--- src/rtl/ub_result_streamer.sv ---
// ub_result_streamer: reads a contiguous run of UB rows and streams them out LSB byte first on a valid/ready port.
// Optional trailing 8-bit checksum byte when UB_STREAM_CHECKSUM_EN is defined.
module ub_result_streamer #(
    parameter int unsigned ROW_W  = 256,
    parameter int unsigned ADDR_W = 8,
    parameter int unsigned CNT_W  = 9,
    parameter int unsigned RD_LAT = 1
) (
    input  logic              clk,
    input  logic              rst,
    input  logic              start,
    input  logic [ADDR_W-1:0] base_addr,
    input  logic [CNT_W-1:0]  row_count,
    output logic              busy,
    output logic              done,
    output logic              ub_rd_en,
    output logic [ADDR_W-1:0] ub_rd_addr,
    input  logic [ROW_W-1:0]  ub_rd_data,
    output logic              tx_valid,
    output logic [7:0]        tx_data,
    input  logic              tx_ready
);

    localparam int unsigned NBYTES = ROW_W / 8;
    localparam int unsigned BI_W   = (NBYTES > 1) ? $clog2(NBYTES) : 1;
    localparam int unsigned LAT_W  = (RD_LAT > 1) ? $clog2(RD_LAT) : 1;

`ifdef UB_STREAM_CHECKSUM_EN
    typedef enum logic [2:0] {S_IDLE, S_REQ, S_WAIT, S_SEND, S_CSUM, S_DONE} state_t;
`else
    typedef enum logic [2:0] {S_IDLE, S_REQ, S_WAIT, S_SEND, S_DONE} state_t;
`endif

    state_t              state_q, state_d;
    logic [ADDR_W-1:0]   base_q, base_d;
    logic [CNT_W-1:0]    count_q, count_d;
    logic [CNT_W-1:0]    row_idx_q, row_idx_d;
    logic [BI_W-1:0]     byte_idx_q, byte_idx_d;
    logic [LAT_W-1:0]    wait_cnt_q, wait_cnt_d;
    logic [ROW_W-1:0]    row_q, row_d;
`ifdef UB_STREAM_CHECKSUM_EN
    logic [7:0]          sum_q, sum_d;
`endif
    logic                busy_q, busy_d;
    logic                done_q, done_d;
    logic                rd_en_q, rd_en_d;
    logic [ADDR_W-1:0]   rd_addr_q, rd_addr_d;
    logic                tx_valid_q, tx_valid_d;
    logic [7:0]          tx_data_q, tx_data_d;
    logic                accept;

    assign busy       = busy_q;
    assign done       = done_q;
    assign ub_rd_en   = rd_en_q;
    assign ub_rd_addr = rd_addr_q;
    assign tx_valid   = tx_valid_q;
    assign tx_data    = tx_data_q;

    // Next-state and registered-output computation
    always_comb begin
        state_d    = state_q;
        base_d     = base_q;
        count_d    = count_q;
        row_idx_d  = row_idx_q;
        byte_idx_d = byte_idx_q;
        wait_cnt_d = wait_cnt_q;
        row_d      = row_q;
`ifdef UB_STREAM_CHECKSUM_EN
        sum_d      = sum_q;
`endif
        accept     = tx_valid_q && tx_ready;

        case (state_q)
            S_IDLE: begin
                if (start) begin
                    base_d     = base_addr;
                    count_d    = row_count;
                    row_idx_d  = '0;
                    byte_idx_d = '0;
`ifdef UB_STREAM_CHECKSUM_EN
                    sum_d      = 8'h00;
                    state_d    = (row_count == '0) ? S_CSUM : S_REQ;
`else
                    state_d    = (row_count == '0) ? S_DONE : S_REQ;
`endif
                end
            end
            S_REQ: begin
                wait_cnt_d = '0;
                state_d    = S_WAIT;
            end
            S_WAIT: begin
                if (wait_cnt_q == LAT_W'(RD_LAT - 1)) begin
                    row_d   = ub_rd_data;
                    state_d = S_SEND;
                end else begin
                    wait_cnt_d = LAT_W'(wait_cnt_q + 1'b1);
                end
            end
            S_SEND: begin
                if (accept) begin
`ifdef UB_STREAM_CHECKSUM_EN
                    sum_d = sum_q + tx_data_q;
`endif
                    if (byte_idx_q == BI_W'(NBYTES - 1)) begin
                        byte_idx_d = '0;
                        row_idx_d  = CNT_W'(row_idx_q + 1'b1);
                        if (row_idx_d == count_q) begin
`ifdef UB_STREAM_CHECKSUM_EN
                            state_d = S_CSUM;
`else
                            state_d = S_DONE;
`endif
                        end else begin
                            state_d = S_REQ;
                        end
                    end else begin
                        byte_idx_d = BI_W'(byte_idx_q + 1'b1);
                    end
                end
            end
`ifdef UB_STREAM_CHECKSUM_EN
            S_CSUM: begin
                if (accept) state_d = S_DONE;
            end
`endif
            S_DONE: begin
                state_d = S_IDLE;
            end
            default: begin
                state_d = S_IDLE;
            end
        endcase

        // Outputs are registered, so they are decoded from the next state
        busy_d     = (state_d != S_IDLE) && (state_d != S_DONE);
        done_d     = (state_d == S_DONE);
        rd_en_d    = (state_d == S_REQ);
        rd_addr_d  = rd_en_d ? (base_d + ADDR_W'(row_idx_d)) : rd_addr_q;
        tx_valid_d = (state_d == S_SEND);
        tx_data_d  = 8'h00;
        if (state_d == S_SEND) tx_data_d = row_d[{byte_idx_d, 3'b000} +: 8];
`ifdef UB_STREAM_CHECKSUM_EN
        if (state_d == S_CSUM) begin
            tx_valid_d = 1'b1;
            tx_data_d  = sum_d;
        end
`endif
    end

    always_ff @(posedge clk) begin
        if (rst) begin
            state_q    <= S_IDLE;
            base_q     <= '0;
            count_q    <= '0;
            row_idx_q  <= '0;
            byte_idx_q <= '0;
            wait_cnt_q <= '0;
            row_q      <= '0;
`ifdef UB_STREAM_CHECKSUM_EN
            sum_q      <= 8'h00;
`endif
            busy_q     <= 1'b0;
            done_q     <= 1'b0;
            rd_en_q    <= 1'b0;
            rd_addr_q  <= '0;
            tx_valid_q <= 1'b0;
            tx_data_q  <= 8'h00;
        end else begin
            state_q    <= state_d;
            base_q     <= base_d;
            count_q    <= count_d;
            row_idx_q  <= row_idx_d;
            byte_idx_q <= byte_idx_d;
            wait_cnt_q <= wait_cnt_d;
            row_q      <= row_d;
`ifdef UB_STREAM_CHECKSUM_EN
            sum_q      <= sum_d;
`endif
            busy_q     <= busy_d;
            done_q     <= done_d;
            rd_en_q    <= rd_en_d;
            rd_addr_q  <= rd_addr_d;
            tx_valid_q <= tx_valid_d;
            tx_data_q  <= tx_data_d;
        end
    end

endmodule

--- config.mk ---
export PLATFORM = sky130hd
export DESIGN_NAME = ub_result_streamer
export DESIGN_NICKNAME = d
export VERILOG_FILES = /design/src/rtl/ub_result_streamer.sv
export SDC_FILE = /design/constraint.sdc
export NUM_CORES = 1
export LEC_CHECK = 0
export ABC_AREA = 1
export CAP_MARGIN = 40
export CORE_ASPECT_RATIO = 1.2
export CORE_MARGIN = 2
export CORE_UTILIZATION = 47
export DETAILED_ROUTE_END_ITERATION = 10
export GPL_TIMING_DRIVEN = 0
export PLACE_DENSITY = 0.81
export SLEW_MARGIN = 40
export SYNTH_ARGS = -nofsm -noshare
export SYNTH_HDL_FRONTEND = slang
export SYNTH_SLANG_ARGS = --single-unit
--- constraint.sdc ---
create_clock -name clk -period 3.5 [get_ports clk]
set_clock_uncertainty 0.1 [all_clocks]
set_input_delay 1.05 -clock clk [delete_from_list [all_inputs] [get_ports clk]]
set_output_delay 1.05 -clock clk [all_outputs]
set_load 0.02 [all_outputs]
Word level (Yosys, flattened, before mapping)
Index checks and enable logic that the tools add are counted.

Register bits after elaboration: 311. Bits in latches: 0. Bits in writable memories: 0. Bits in read-only memories: 0. Memories: 0.

$add $sub $neg: 4. Multiply operators: 0. Div/mod/pow operators: 0. $lt $le $gt $ge: 0. Equality and inequality tests: 12. Shifts and indexed selects: 1. Muxes and demuxes: 21. Bitwise operators: 1. Reductions and logical operators: 10.

Operators with widths (number): 256-bit two-way mux (2); 256-bit by 9-bit variable part select with 8-bit output (1); 9-bit two-way mux (3); 3-bit two-way mux (6); 9-bit one-hot mux with 2 select lines (1); 8-bit two-way mux (2); 5-bit two-way mux (3); 3-bit one-hot mux with 4 select lines (1); 5-bit one-hot mux with 2 select lines (1); 9-bit by 1-bit adder with 9-bit output (second input constant) (1); 3-bit by 2-bit == test with 1-bit output (second input constant) (3); 9-bit == test (1); 9-bit logical NOT (1); 8-bit adder (1); 3-bit by 1-bit == test with 1-bit output (second input constant) (2); 2-bit inequality test (second input constant) (3); 5-bit by 1-bit adder with 5-bit output (second input constant) (1); 5-bit == test (second input constant) (1); 4-bit AND reduction (1); 2-bit nonzero test (2); 3-bit == test (second input constant) (1); 3-bit logical NOT (1); 3-bit inequality test (second input constant) (1); 3-bit nonzero test (1); other kinds (7) (8).

Depth between registers and ports, before layout
Gate-level depths: netlist (run 1).

Depth in word-level cells: 9. Mapped depth: 20.

Least setup slack after synthesis (run 1)
OpenSTA, ideal clock, no wires.

Path type: input -> register. Start point: input port start. End point: register rd_addr_q[6] (netlist: ub_rd_addr[6]). Arrival: 3.325 ns. Data required time: 3.285 ns. Path slack: -0.040 ns. Cell stages on the path: 16. Cell sequence: nand3_2 -> inv_2 -> clkbuf_1 -> buf_1 -> a21oi_1 -> ha_1 -> fa_1 -> nand3_1 -> nand2_1 -> a21oi_1 -> nor2_1 -> nor2_1 -> xor2_1 -> nand3_1 -> nand2_1 -> nor2_1.

Longest elaborated chain between the ends: 3.

Ends and longest elaborated chain: start, declared (RTL line 11) `input logic start,`; 8-bit two-way mux (RTL line 75) `if (start) begin`; 8-bit two-way mux (RTL line 73) `case (state_q)`; net base_d[0] (RTL line 35) `logic [ADDR_W-1:0] base_q, base_d;`; 8-bit adder (RTL line 139) `rd_addr_d = rd_en_d ? (base_d + ADDR_W'(row_idx_d)) : rd_addr_q;`; end signal, assigned (RTL line 183) `rd_addr_q <= rd_addr_d;`; end, declared (RTL line 47) `logic [ADDR_W-1:0] rd_addr_q, rd_addr_d;`.

The timed path passes the listed nets, and every way through them passes these cells. The select of a mux whose other input is x is not followed. A chain may end at the register's enable or synchronous reset.

Final worst setup path (run 1)
Start point: input port tx_ready. End point: register rd_addr_q[6] (netlist: ub_rd_addr[6]).

Longest elaborated chain between the ends: 4.

Ends and longest elaborated chain: start, declared (RTL line 21) `input logic tx_ready`; 1-bit logical AND (RTL line 71) `accept = tx_valid_q && tx_ready;`; 9-bit two-way mux (RTL line 101) `if (accept) begin`; 9-bit one-hot mux with 2 select lines (RTL line 73); net row_idx_d[3] (RTL line 37) `logic [CNT_W-1:0] row_idx_q, row_idx_d;`; 8-bit adder (RTL line 139).

The timed path passes the listed nets, and every way through them passes these cells. The select of a mux whose other input is x is not followed.

==> results of run 1 <==
[metrics by stage]
stage / total power, uW / cell area, um^2 / utilization / setup TNS, ps
6_report: 10400 / 19830 / 0.6200 / 0
5_1_grt: 10810 / 19830 / 0.6200 / -124.5
4_1_cts: 10340 / 19790 / 0.6187 / 0
3_5_place_dp: 6688 / 18610 / 0.5820 / -7701
3_3_place_gp: 6611 / 18610 / 0.5819 / -7529
2_1_floorplan: 5690 / 15150 / - / 0
[what timing repair did]
action	CTS	global route
endpoints found under the setup margin	4	3
gates resized for setup	7	5
pin swaps	1	2
setup buffers	4	2
[cells by family (layout without fill, tap and decap cells)]
logic type	after synthesis	count (layout)	share of synthesized area
simple gates	1253	1253	0.3762
buf+inv	350	707	0.09599
other cells	0	1	0
flops	310	310	0.4097
fa+ha+maj	11	11	0.009582
xor+xnor	8	8	0.004626
compound gates	305	305	0.1039
[synthesized netlist by cell type (2+ instances only)]
cell type / number / share of area
a211oi_1: 9 / 0.0045
a21oi_1: 38 / 0.013
buf_1: 9 / 0.0022
buf_2: 73 / 0.024
buf_4: 6 / 0.0030
buf_6: 2 / 0.0015
clkbuf_1: 60 / 0.015
clkbuf_2: 9 / 0.0030
dfxtp_1: 310 / 0.41
ha_1: 10 / 0.0083
inv_1: 182 / 0.045
inv_2: 9 / 0.0022
nand2_1: 390 / 0.097
nand2_2: 4 / 0.0017
nand3_1: 384 / 0.13
nand3_2: 3 / 0.0020
nand3b_1: 20 / 0.0099
nand4_1: 5 / 0.0021
nor2_1: 303 / 0.075
nor2_2: 2 / 0.00083
nor2_4: 2 / 0.0015
nor4_1: 2 / 0.00083
o21ai_0: 149 / 0.049
o21ai_1: 101 / 0.033
o21ai_2: 2 / 0.0012
o22ai_1: 2 / 0.00083
or2_0: 88 / 0.036
or2_1: 5 / 0.0021
or2_2: 43 / 0.018
xnor2_1: 3 / 0.0017
xor2_1: 5 / 0.0029
[area by class of cell]
class,instances,area [um^2],area share
flip-flops and latches,310,6206,0.3130
diodes,1,2.502,0.0001262
well taps,407,509.2,0.02568
inverters,191,719.4,0.03628
clock inverters,5,81.33,0.004101
multi-input cells,1577,7518,0.3792
repair buffers,301,3000,0.1513
clock buffers,52,1052,0.05307
plain buffers,158,739.5,0.03729
[worst max-delay path: stages]
cell and delay, ps:
clkdlybuf4s50_1 500, nand2_4 90, inv_2 90, nand2_2 90, nor2_4 190, buf_4 180
inv_1 70, o22ai_1 240, ha_1 340, a21oi_1 150, nand2_1 100, a21oi_1 150
nor2_1 60, nor2_1 100, xor2_1 160, nand3_1 90, nand2_1 80, nor2_1 40
[final timing paths]
kind	depth (start not counted)	slack (ps)	from	endpoint
hold reg to reg	2	380	row_idx_q[8]$_SDFFE_PP0P_	row_idx_q[8]$_SDFFE_PP0P_
hold / removal	2	380	row_idx_q[8]$_SDFFE_PP0P_	row_idx_q[8]$_SDFFE_PP0P_
setup / recovery	18	30	tx_ready	ub_rd_addr[6]$_SDFFE_PP0N_
setup reg to reg	17	230	byte_idx_q[0]$_SDFF_PP0_	tx_data[1]$_SDFF_PP0_
[state kept, by name, indices dropped and copies added, names as in the netlist, 3 cells and up]
register    cells
base_q          8
byte_idx_q      5
count_q         9
row_idx_q       9
row_q         256
state_q         3
tx_data         8
ub_rd_addr      8
[per-layer routing]
metal,track usage,vias to the layer above,part of all wire
li1,-,7868,-
met1,0.4058,7760,0.38
met2,0.5497,986,0.45
met3,0.05382,219,0.092
met4,0.2379,0,0.076
met5,0,-,0
[power groups by stage]
stage,Sequential [uW],Clock (uW),Combinational [uW]
after global routing,4110,3820,2880
after CTS,4080,3690,2570
after global placement,4140,0,2470
final,4080,3690,2620
after detailed placement,4150,0,2530
after floorplan,4160,0,1530
==> impl_metrics.env, run 1 <==
export IMPL_hold_viol_final=0
export IMPL_h_tree_depth=2
export IMPL_num_fill_cells=2923
export IMPL_max_cap_violations=0
export IMPL_synth_fp_nets=2525
export IMPL_synth_edf_count=0
export IMPL_firstDrtPassIters=8
export IMPL_grt_ovfl_total=0
export IMPL_final_layout_size_suffix_gt1_frac=0.08520
export IMPL_yosysWarningCount=0
export IMPL_numPlacedInstances=2939
export IMPL_synth_cell_type_count=38
export IMPL_core_area_mm2=0.03198
export IMPL_final_net_count=2861
export IMPL_p_seq_frac=0.393
export IMPL_swShare=0.3072
export IMPL_achievable_frequency_mhz=288.6
export IMPL_setup_slack_ps=34.50
export IMPL_setup_violations=0
export IMPL_internal_power_uw=7203
export IMPL_floorplan_initialDensity=0.4736
export IMPL_ys_async_rst_share=0
export IMPL_critPathRequiredTime_ps=3810
export IMPL_worst_path_max_fanout=5
export IMPL_path_class="in -> reg"
export IMPL_final_cell_mix="388 x nand2_1, 384 x nand3_1, 310 x dfxtp_1, 303 x nor2_1, 294 x clkdlybuf4s50_1"
export IMPL_syn_area_per_cell_um2=6.771
export IMPL_run_status="finished clean"
export IMPL_grt_total_usage=0.3372
export IMPL_hold_slack_ps=381.3
export IMPL_detailedRoute_firstIterationViolations=1712
export IMPL_setup_repair_after_global_routing_missed_its_margin="yes"
export IMPL_ys_seq_elements=310
export IMPL_cts_sinks=310
export IMPL_routed_wirelength_um=58860
export IMPL_ys_flop_type="dfxtp_1"
export IMPL_final_antenna_net_count=0
export IMPL_drcViolationCount=0
export IMPL_transition_time_at_the_pin_with_the_least_slew_margin_ps=852.1
export IMPL_cts_reportedPaths_clkPinSlew_ps=60
export IMPL_die_width_um=167.9
export IMPL_worst_setup_path_start_kind="input pin"
export IMPL_critical_path_arrival_ps=3780
export IMPL_p_leak_uw=0.008676
export IMPL_p_comb_frac=0.252
export IMPL_design_die_area_mm2=0.03369
export IMPL_cts_made_buffers=34
export IMPL_synth_yosys_seq_area_share=0.4097
export IMPL_route_vias_total=16830
export IMPL_clockRootBuffer="clkbuf_16"
export IMPL_die_height_um=200.7
export IMPL_slew_viol_final=0
export IMPL_layout_cells_most_common="nand2_1"
export IMPL_instances_no_fill=3002
export IMPL_layout_min_cycle_time_ps=3466
export IMPL_syn_inst=2237
export IMPL_initial_antenna_violation_count=1
export IMPL_std_cell_rows=72
export IMPL_port_buffers=295
export IMPL_worst_setup_path_end_kind="register"
export IMPL_grt_pass1_vias=16230
export IMPL_holdCritPathClass="reg -> reg"
export IMPL_post_drt_via_cell_ratio=5.607
export IMPL_slew_headroom=0.4319
export IMPL_avgRoutedWirePerCell_um=19.61
export IMPL_peakVddDrop_v=0.0003323
export IMPL_tritoncts="built"
export IMPL_insertion_delay_ps=530
export IMPL_gp_congestion=1.027
export IMPL_power_density_mw_per_mm2=524.3
export IMPL_dp_hpwl_um=44700
export IMPL_grt_pass1_wl_um=87890
export IMPL_cts_hold_buffers=0
export IMPL_mappedNetlistArea_mm2=0.01515
export IMPL_clk_path_buf_depth=3
export IMPL_grt_start_max_net_pins=20
export IMPL_place_worst_setup_slack_ps=-990.8
export IMPL_top_level_ports=297
export IMPL_fin_crit_sh=0.9901
export IMPL_synthToLayoutAreaGrowth_pct=30.91
export IMPL_share_clk_of_total_power=0.355
export IMPL_netSwitchingPower_uw=3193
Note: power is estimated with default switching activity, not from simulation.
==> run 2, diff against run 1 <==
Settings changed: PLACE_DENSITY 0.81 to 0.83.
==> impl_metrics.env, run 2 (same netlist as run 1, synthesis figures left out) <==
export IMPL_worst_setup_path_end_kind="register"
export IMPL_cpLargestDelayFamily="buffers and inverters"
export IMPL_share_clk_of_total_power=0.354
export IMPL_die_width_um=167.9
export IMPL_critical_path_arrival_ps=3700
export IMPL_final_antenna_net_count=0
export IMPL_num_fill_cells=2900
export IMPL_clockRootBuffer="clkbuf_16"
export IMPL_internal_power_uw=7173
export IMPL_cell_with_the_most_instances_on_the_worst_path="nand3_1"
export IMPL_r2r_end="tx_data[3]$_SDFF_PP0_"
export IMPL_slew_headroom=0.4914
export IMPL_drcViolationCount=0
export IMPL_grt_start_max_net_pins=20
export IMPL_critical_path_n_buffers_inverters=4
export IMPL_design_die_area_mm2=0.03369
export IMPL_dp_hpwl_um=45210
export IMPL_cts_sinks=310
export IMPL_synthToLayoutAreaGrowth_pct=31.64
export IMPL_power_density_mw_per_mm2=522.2
export IMPL_final_core_utilization=0.6235
export IMPL_tritoncts="built"
export IMPL_p_leak_uw=0.008715
export IMPL_regMostFlops="row_q"
export IMPL_h_tree_depth=2
export IMPL_p_comb_frac=0.254
export IMPL_layout_cells_most_common="nand2_1"
export IMPL_hold_viol_final=0
export IMPL_grt_ovfl_total=0
export IMPL_critPathRequiredTime_ps=3790
export IMPL_worst_setup_path_startpoint="tx_ready"
export IMPL_peakVddDrop_v=0.0003435
export IMPL_final_layout_size_suffix_gt1_frac=0.09255
export IMPL_max_cap_violations=0
export IMPL_route_vias_total=16800
export IMPL_detailedRoute_firstIterationViolations=1932
export IMPL_largest_register_ffs=256
export IMPL_worst_path_max_fanout=10
export IMPL_setup_violations=0
export IMPL_holdCritPathClass="reg -> reg"
export IMPL_run_status="finished clean"
export IMPL_port_buffers=295
export IMPL_worst_hold_path_num_cells=2
export IMPL_layout_cell_area_non_filler_mm2=0.01994
export IMPL_postPlaceCellArea_mm2=0.01861
export IMPL_critical_path_cell_chain="clkdlybuf4s50_1, nand2_2, inv_2, nand2_1, nand3_2, buf_2, buf_1, nand3_1, nand3_1, nand3_1, nand3_1, nand3_1, nand2_1, nor2_1"
export IMPL_grt_pass1_vias=15920
export IMPL_post_drt_via_cell_ratio=5.574
export IMPL_timing_rr_start="byte_idx_q[0]$_SDFF_PP0_"
export IMPL_grt_total_usage=0.3432
export IMPL_insertion_delay_ps=520
export IMPL_final_net_count=2866
export IMPL_core_area_mm2=0.03198
export IMPL_layout_min_cycle_time_ps=3415
export IMPL_firstDrtPassIters=6
export IMPL_initial_antenna_violation_count=0
export IMPL_die_height_um=200.7
export IMPL_final_cell_mix="386 x nand2_1, 383 x nand3_1, 310 x dfxtp_1, 303 x nor2_1, 294 x clkdlybuf4s50_1"
export IMPL_slew_viol_final=0
export IMPL_area_used_by_multi_input_combinational_logic_mm2=0.007565
export IMPL_fin_crit_sh=0.9756
export IMPL_routed_wirelength_um=59680
export IMPL_grt_pass1_wl_um=89320
export IMPL_std_cell_rows=72
export IMPL_r2r_cells=17
export IMPL_timing_critical_path_slowest_cell_delay_ps=510
export IMPL_worstHoldStart="row_idx_q[8]$_SDFFE_PP0P_"
export IMPL_rrSetupSlack_ps=270
export IMPL_p_seq_frac=0.392
export IMPL_path_class="in -> reg"
export IMPL_swShare=0.3111
export IMPL_floorplan_initialDensity=0.4736
export IMPL_transition_time_at_the_pin_with_the_least_slew_margin_ps=762.9
export IMPL_cts_made_buffers=34
export IMPL_top_level_ports=297
export IMPL_clk_path_buf_depth=3
export IMPL_worst_setup_path_start_kind="input pin"
export IMPL_netSwitchingPower_uw=3239
export IMPL_worst_path_max_delay_cell="buf_1"
export IMPL_whs_endpoint="row_idx_q[8]$_SDFFE_PP0P_"
export IMPL_biggest_registers_after_layout="row_q (256), count_q (9), row_idx_q (9)"
export IMPL_gp_congestion=1.020
export IMPL_avgRoutedWirePerCell_um=19.81
export IMPL_cts_reportedPaths_clkPinSlew_ps=60
export IMPL_sequential_cell_area_mm2=0.006206
export IMPL_achievable_frequency_mhz=292.9
## run 2: cell count changes in the layout (fill, tap and decap cells not counted), sizes merged
cell,change
buf,+4
bufinv,-1
clkbuf,+1
clkinv,+4
clkinvlp,+2
diode,+1
## run 2: through the flow
stage / setup TNS [ps] / hold slack, ps / setup slack, ps / instances / power [uW]
2_1_floorplan: 0 / 343.6 / 65.68 / 2237 / 5690
3_3_place_gp: -7725 / 355.7 / -951.5 / 2939 / 6622
3_5_place_dp: -7823 / 366.9 / -1009 / 2939 / 6693
4_1_cts: 0 / 377.0 / 15.08 / 3003 / 10330
5_1_grt: -36.02 / 392.5 / -29.28 / 3011 / 10870
6_report: 0 / 379.3 / 85.31 / 3013 / 10410
## run 2: worst reg2reg max path, cell delays in order, from the launching register on
cell,delay [ps]
dfxtp_1,420
ha_1,200
nand2_1,50
nor2_1,110
ha_1,150
inv_1,80
nand2_1,80
nand2_1,60
nand3_2,150
buf_2,340
buf_1,520
nand3_1,150
nand3_1,170
nand3_1,90
nand3_1,150
nand3_1,120
nand2_1,100
nor2_1,60
## run 2: repair_timing
action / in CTS / in global routing
hold buffers: 0 / 0
buffers inserted: 3 / 8
pin swaps: 2 / 8
gates resized for setup: 8 / 15
endpoints found under the setup margin: 4 / 5
## run 2: layout make-up
cell class                      count  share of cell area
Buffer                            158             0.03715
Timing Repair Buffer              306              0.1525
Clock buffer                       52             0.05328
Antenna cell                        2           0.0002510
Multi-Input combinational cell   1577              0.3794
Inverter                          191             0.03608
Clock inverter                     10            0.004518
Tap cell                          407             0.02554
Sequential cell                   310              0.3112
## run 2: power by group through the flow
stage | sequential [uW] | clock, uW | combinational (uW)
after floorplan | 4160 | 0 | 1530
after global placement | 4140 | 0 | 2490
after detailed placement | 4150 | 0 | 2540
after CTS | 4080 | 3680 | 2570
after global routing | 4110 | 3850 | 2910
final | 4080 | 3690 | 2640
## run 2: how the worst max path moves through the flow
stage	endpoint	slack, ps	cells past startpoint
2_1_floorplan	ub_rd_addr[6]$_SDFFE_PP0N_	70	16
3_3_place_gp	ub_rd_addr[6]$_SDFFE_PP0N_	-950	17
3_5_place_dp	ub_rd_addr[6]$_SDFFE_PP0N_	-1010	17
4_1_cts	ub_rd_addr[6]$_SDFFE_PP0N_	20	18
5_1_grt	ub_rd_addr[5]$_SDFFE_PP0N_	-30	18
6_report	tx_data[3]$_SDFF_PP0_	90	14
## run 2: layer usage
layer,part of all wire,routed length (um),vias to the layer above,GRT usage
li1,-,-,7872,-
met1,0.39,23070,7715,0.4271
met2,0.46,27310,977,0.5658
met3,0.092,5499,231,0.05540
met4,0.064,3804,0,0.1925
met5,0,0,-,0
==> run 3, diff against run 2 <==
Settings changed: PLACE_DENSITY 0.83 to 0.74, TNS_END_PERCENT from default to 20.
==> impl_metrics.env, run 3 (same netlist as run 1, synthesis figures left out) <==
export IMPL_run_status="finished clean"
export IMPL_worst_path_max_delay_cell="clkdlybuf4s50_1"
export IMPL_hold_viol_final=0
export IMPL_num_fill_cells=3006
export IMPL_core_area_mm2=0.03198
export IMPL_top_level_ports=297
export IMPL_cts_hold_buffers=0
export IMPL_tritoncts="built"
export IMPL_peakVddDrop_v=0.0003851
export IMPL_routed_wirelength_um=58940
export IMPL_grt_total_usage=0.3436
export IMPL_firstDrtPassIters=8
export IMPL_die_height_um=200.7
export IMPL_setup_violations=0
export IMPL_timing_critical_path_slowest_cell_delay_ps=500
export IMPL_std_cell_rows=72
export IMPL_cts_made_buffers=34
export IMPL_slew_viol_final=0
export IMPL_final_antenna_net_count=0
export IMPL_achievable_frequency_mhz=298.1
export IMPL_setup_repair_after_global_routing_missed_its_margin="yes"
export IMPL_grt_pass1_vias=15910
export IMPL_layout_cells_most_common="nand2_1"
export IMPL_critical_path_n_buffers_inverters=4
export IMPL_largest_register_ffs=256
export IMPL_place_worst_setup_slack_ps=-990.7
export IMPL_p_leak_uw=0.008640
export IMPL_hold_slack_ps=377.7
export IMPL_final_core_utilization=0.6195
export IMPL_path_class="in -> reg"
export IMPL_dp_hpwl_um=45470
export IMPL_route_vias_total=16420
export IMPL_totalPowerFinal_uw=10260
export IMPL_cpLargestDelayFamily="buffers and inverters"
export IMPL_floorplan_initialDensity=0.4736
export IMPL_avgRoutedWirePerCell_um=19.63
export IMPL_layout_min_cycle_time_ps=3355
export IMPL_die_width_um=167.9
export IMPL_worst_setup_path_end_kind="register"
export IMPL_initial_antenna_violation_count=0
export IMPL_holdCritPathClass="reg -> reg"
export IMPL_final_cell_mix="387 x nand2_1, 384 x nand3_1, 310 x dfxtp_1, 303 x nor2_1, 295 x clkdlybuf4s50_1"
export IMPL_critPathRequiredTime_ps=3800
export IMPL_power_density_mw_per_mm2=518.0
export IMPL_instances_no_fill=3003
export IMPL_final_layout_size_suffix_gt1_frac=0.08902
export IMPL_grt_start_max_net_pins=20
export IMPL_clockRootBuffer="clkbuf_16"
export IMPL_port_buffers=295
export IMPL_gp_congestion=0.9700
export IMPL_detailedRoute_firstIterationViolations=1586
export IMPL_slew_headroom=0.4834
export IMPL_regMostFlops="row_q"
export IMPL_cell_with_the_most_instances_on_the_worst_path="nor2_1"
export IMPL_grt_pass1_wl_um=89110
export IMPL_final_net_count=2859
export IMPL_insertion_delay_ps=530
export IMPL_numPlacedInstances=2939
export IMPL_transition_time_at_the_pin_with_the_least_slew_margin_ps=774.9
export IMPL_setup_slack_ps=145.4
export IMPL_post_drt_via_cell_ratio=5.468
export IMPL_drcViolationCount=0
export IMPL_max_cap_violations=0
export IMPL_critical_path_cell_chain="clkdlybuf4s50_1, nand2_4, inv_4, nand2_2, nor2_4, buf_4, inv_1, o22ai_2, ha_4, a21oi_1, nand2_1, a21oi_1, nor2_1, nor2_1, xor2_1, nand3_1, nand2_1, nor2_1"
export IMPL_worst_setup_path_start_kind="input pin"
export IMPL_clk_path_buf_depth=3
export IMPL_fin_crit_sh=0.9584
export IMPL_h_tree_depth=2
export IMPL_worst_path_max_fanout=5
export IMPL_grt_ovfl_total=0
export IMPL_design_die_area_mm2=0.03369
export IMPL_synthToLayoutAreaGrowth_pct=30.79
export IMPL_cts_sinks=310
export IMPL_biggest_registers_after_layout="row_q (256), count_q (9), row_idx_q (9)"
export IMPL_critical_path_arrival_ps=3660
export IMPL_cts_reportedPaths_clkPinSlew_ps=60
## run 3: layer usage
layer	vias to the layer above	global-route usage	wire length, um
li1	7871	-	-
met5	-	0	0
met1	7603	0.4285	23410
met2	769	0.5714	27560
met4	0	0.1966	3662
met3	176	0.04476	4298
## run 3: worst paths after layout
kind,from,end,slack (ps),cells past startpoint
setup reg to reg,byte_idx_q[0]$_SDFF_PP0_,tx_data[7]$_SDFF_PP0_,320,17
hold / removal,count_q[8]$_SDFFE_PP0P_,count_q[8]$_SDFFE_PP0P_,380,2
hold reg to reg,count_q[8]$_SDFFE_PP0P_,count_q[8]$_SDFFE_PP0P_,380,2
setup / recovery,tx_ready,ub_rd_addr[6]$_SDFFE_PP0N_,150,18
## run 3: area by class of cell
class | count | area (um^2) | share of cell area
Multi-Input combinational cell | 1577 | 7550 | 0.3811
Sequential cell | 310 | 6206 | 0.3132
Timing Repair Buffer | 299 | 2983 | 0.1506
Clock buffer | 46 | 967.2 | 0.04882
Buffer | 158 | 740.7 | 0.03739
Inverter | 191 | 724.4 | 0.03657
Tap cell | 407 | 509.2 | 0.02570
Clock inverter | 14 | 128.9 | 0.006505
Antenna cell | 1 | 2.502 | 0.0001263
## run 3: worst min-delay path: stages, from the launching register on
cell and delay [ps]:
dfxtp_1 310, inv_1 70, a21oi_1 50
## run 3: metrics by stage
step / TNS [ps] / cell area (um^2)
floorplan: 0 / 15150
global placement: -8524 / 18610
detailed placement: -8590 / 18610
CTS: 0 / 19760
global route: -3.657 / 19810
finish: 0 / 19810
## run 3: power by group
| group | internal [uW] | switching, uW |
|---|---|---|
| clock | 2090 | 1480 |
| sequential | 3960 | 123 |
| combinational | 1030 | 1580 |
| total | 7080 | 3190 |
## run 3: timing repair
item,in CTS,in global routing
resized for setup,9,12
hold endpoints to repair,0,0
setup buffers,3,1
endpoints found under the setup margin,5,4
pin swaps,3,2
